==> src/rtl/adder_sweep_checker_ref_adder.sv <==
// ref_adder: combinational golden adder, sum = {cout, s}.
// Ports: a, b (WIDTH) in; sum (WIDTH+1) out.
module ref_adder #(
  parameter int WIDTH = 4
) (
  input  logic [WIDTH-1:0] a,
  input  logic [WIDTH-1:0] b,
  output logic [WIDTH:0]   sum
);

  assign sum = {1'b0, a} + {1'b0, b};

endmodule

==> config.mk <==
export PLATFORM = sky130hd
export DESIGN_NAME = ref_adder
export DESIGN_NICKNAME = d
export VERILOG_FILES = /design/src/rtl/adder_sweep_checker_ref_adder.sv
export SDC_FILE = /design/constraint.sdc
export NUM_CORES = 1
export LEC_CHECK = 0
export CAP_MARGIN = 20
export CORE_AREA = 2 2 39 41
export DETAILED_ROUTE_END_ITERATION = 8
export DIE_AREA = 0 0 41 43
export GPL_ROUTABILITY_DRIVEN = 0
export PLACE_DENSITY = 0.46
export SLEW_MARGIN = 10
export SYNTH_ARGS = -nofsm -noshare
export SYNTH_HDL_FRONTEND = slang
export SYNTH_SLANG_ARGS = --single-unit
==> constraint.sdc <==
create_clock -name vclk -period 2.4
set_input_delay 0.24 -clock vclk [all_inputs]
set_output_delay 0.24 -clock vclk [all_outputs]
set_load 0.01 [all_outputs]
* Yosys cells after proc, flatten, opt, wreduce, memory -nomap -nowiden *
Cells that the tools add are included.
Widths: inputs -> output; s select.

storage, ports and cells
  memories = 0
  bits in writable memories = 0
  ROM bits = 0
  register bits after elaboration = 0
  logic and storage cells = 1
  latch bits = 0

operators by class
  bitwise operators = 0
  $lt $le $gt $ge = 0
  reductions and logical operators = 0
  shifts and indexed selects = 0
  equality and inequality tests = 0
  add/sub/neg operators = 1
  muxes and demuxes = 0
  divide/modulo/power cells = 0
  multiply operators = 0

operators with widths
  cell         count
  $add 4x4->5  1

* Depth between registers and ports, before layout *
  depth after elaboration = 1
  depth in mapped cells = 6

* Worst setup path before layout *
OpenSTA, ideal clock, no wires.

  path kind = input to output
  start = input port a[0]
  end = output port sum[4]
  cell stages on the path = 6
  setup slack = 1061 ps
  arrival = 1099 ps
  required time = 2160 ps
  path buffers = 0
  cell sequence = ha_1 inv_1 fa_1 nor2b_1 o21ai_0 nand2b_1

between the ends
  word-level cells in the longest chain between the ends = 1

ends and longest elaborated chain
  what             RTL line  source
  start, declared  6         input logic [WIDTH-1:0] a,
  $add 4x4->5      11        assign sum = {1'b0, a} + {1'b0, b};
  end, declared    8         output logic [WIDTH:0] sum

No other way between the ends.

* Final worst setup path *
  start = input port a[0]
  end = output port sum[2]

The elaborated chain is that of the path after synthesis.

==> results.md <==
- The transition time of the tightest slew-check pin is ~0.15 ns.
- The worst hold path belongs to the class input port to output pin.
- After synthesis, the largest family of logic cells by area is adder cells.
- The area of all sequential standard cells is 0 µm².
- The cell area after layout is between 200 and 300 µm².
- The clock share of power is 0%.
- By startpoint and endpoint, the worst setup path is classified as input port to output pin.
- Power spread over the standard cell area amounts to approximately 240 mW/mm².
- The number of global-route vias before repair is around 140.
- The simple-gate portion of the synthesized area is under 10%.
- The setup fix buffers added after clock tree synthesis is 0.
- Data on the critical path is required at its endpoint by 2.16 ns.
- Headroom to the max-slew limit came out at about nine tenths.
- The floorplan has 14 rows.
- After detailed routing, the number of vias per cell comes to 3.222.
- Summing the sequential cell areas from Yosys gives 0% of the chip area.
- Setup repair after global routing left no endpoint under its margin.
- The standard cell area after detailed placement is around 290 µm².
- The mean cell area of the mapped netlist is between 8 and 9 µm².
- The maximum number of pins on one net before global-route repair is 4.
- After layout, the design draws a total of between 70 and 80 µW.
- The share of total power in sequential cells is 0%.
- The number of vias after detailed routing is roughly 150.
- The number of pins with negative max-slew slack in the final report is 0.
- STA classifies the critical path endpoint as an output pin.
- The signal arrival time at the worst endpoint is between 2 and 2.5 ns.
- After Yosys synthesis, XOR and XNOR cells account for 12.84% of the synthesized area.
- After detailed routing, the total wire length is 278 µm.
- The number of cells produced by synthesis is 16.
- The antenna violation net count after detailed routing is 0.
- The shortest clock period the worst path allows after layout is between 2 and 2.5 ns.
- The initial detailed-routing violation count is 0.
- The biggest area contributor in the post-synthesis netlist is sky130_fd_sc_hd__ha_1.
- The initial antenna violation count is 0.
- The fraction of layout instances using a drive strength above 1 is under 10%.
- The area growth from synthesis to layout is 111.9%.
- The floorplan step defined a die boundary enclosing roughly 0.0018 mm².
- Static timing analysis puts the maximum clock frequency at 0.4439 GHz.
- For this run the aggregate overflow at the end of global routing stands at 0.
- In the final design database the tool counted 44 nets.
- The layout clock buffer count is 0.
- Of the total synthesized cell area, the portion taken by full adders, half adders and majority gates is 51.38%.
- The remaining design rule violation count is 0.
- The fraction of synthesized area in multiplexers is 0%.
- The total standard cell area after synthesis is approximately 140 µm².
- The complex-gate fraction of the synthesized area is between 10% and 20%.
- The starting utilization of the core area is about a tenth.
- The number of maximum-capacitance violations is 0.
- The first global-routing pass estimated 441 µm of wire.
- The area share of the leading cell type in the synthesized netlist is between 30% and 40%.
- Combinational logic is responsible for 100.0% of the overall power.
- Setup violations remaining at the end of the flow were counted as 0.
- Net switching is between 30% and 40% of the power.
- The average wire length per cell after detail routing is 6.178 µm.
- After synthesis, the netlist uses 9 different library cells.
- The die height is 43 µm.
- For this run, the detailed router's first-pass iteration total came to 1.
- The static leakage power is about 0.00014 µW.
- In this run, post-CTS hold repair placed 0 buffers.
- The net count of the mapped netlist is 29.
- Pin placement for this block handled 13 I/O pins.
- The period utilization is a little over nine tenths.
- The sum of negative setup slack is 0 ns.
- The worst setup path is launched from an input port.
- The number of sequential storage elements is 0.
- The post-cts repair resize count is 0.
- Measured along the x axis, the die boundary spans ~40 µm.
- Yosys attributes the largest share of cell area to sky130_fd_sc_hd__ha_1 (37%), sky130_fd_sc_hd__fa_1 (15%), sky130_fd_sc_hd__xnor2_1 (13%).
- The hold violation count in the final report was 0.
- The library cells used most frequently in the layout, excluding fill and tap cells, are sky130_fd_sc_hd__clkdlybuf4s50_1 (12), sky130_fd_sc_hd__inv_1 (4), sky130_fd_sc_hd__ha_1 (4), sky130_fd_sc_hd__xnor2_1 (2).
- The top fanout value on the critical path is 2.
- The number of warning messages in the yosys log is 0.
- The switching power summed over all nets is roughly 25 µW.
- The number of port buffers is 13.
- The core region is 0.001384 mm².
- The run finished with clean final reports.
- The tightest hold path in the finished design has a slack of around 1.3 ns.
- The combined global-route utilization of all metal layers is 3.300%.
- The worst-case IR drop observed on VDD is ~36 µV.
- Internal power comes to roughly 45 µW.
- The library cell used most frequently in the layout, excluding fill and tap cells, is sky130_fd_sc_hd__clkdlybuf4s50_1.
- 0 antenna diodes ended up in the layout.
critical path, stage by stage:
cell                              delay [ns]
sky130_fd_sc_hd__clkdlybuf4s50_1        0.46
sky130_fd_sc_hd__ha_1                   0.16
sky130_fd_sc_hd__inv_1                  0.05
sky130_fd_sc_hd__fa_1                   0.40
sky130_fd_sc_hd__xnor2_1                0.15
sky130_fd_sc_hd__clkdlybuf4s50_1        0.55
cell usage after synthesis:
library cell	count
sky130_fd_sc_hd__ha_1	4
sky130_fd_sc_hd__inv_1	4
sky130_fd_sc_hd__xnor2_1	2
sky130_fd_sc_hd__a21o_1	1
sky130_fd_sc_hd__a21oi_2	1
sky130_fd_sc_hd__fa_1	1
sky130_fd_sc_hd__nand2b_1	1
sky130_fd_sc_hd__nor2b_1	1
sky130_fd_sc_hd__o21ai_0	1
per-layer routing:
layer	share of wire (%)	vias to the layer above	global-route usage [%]
met1	36	61	2.857
met3	12	0	0
li1	-	77	-
met4	0	0	0
met2	51	7	7.500
met5	0	-	0
area by class of cell:
class                      count  area [µm²]
fill                         164        1095
multi-input combinational     12       121.4
inverter                       4       15.01
tap                           16       20.02
timing repair buffer          13       132.6
power groups by stage:
stage	sequential (µW)	combinational, µW	clock [µW]
after floorplan	0	31.1	0
after global placement	0	72.2	0
after detailed placement	0	71.9	0
after CTS	0	72.3	0
after global routing	0	77.4	0
final	0	70.0	0
final timing paths:
path / endpoint / slack (ns) / cells after the start / from
worst max-delay path: sum[2] / 0.15 / 6 / a[0]
worst min-delay path: sum[4] / 1.30 / 4 / b[3]
cells by family after synthesis:
group | count (synthesis)
XOR/XNOR | 2
adder cells (fa/ha/maj) | 5
buffers and inverters | 4
AND/OR/NAND/NOR | 2
AO/OA/AOI/OAI | 3
stage by stage:
step           worst slack [ns]  std cells  utilization (%)
2_1_floorplan             1.061         16                -
3_3_place_gp            0.04576         45            20.71
3_5_place_dp            0.03913         45            20.71
4_1_cts                 0.04170         45            20.71
5_1_grt                 0.04042         45            20.89
6_report                 0.1473         45            20.89
Power figures use the tool's default switching activity.
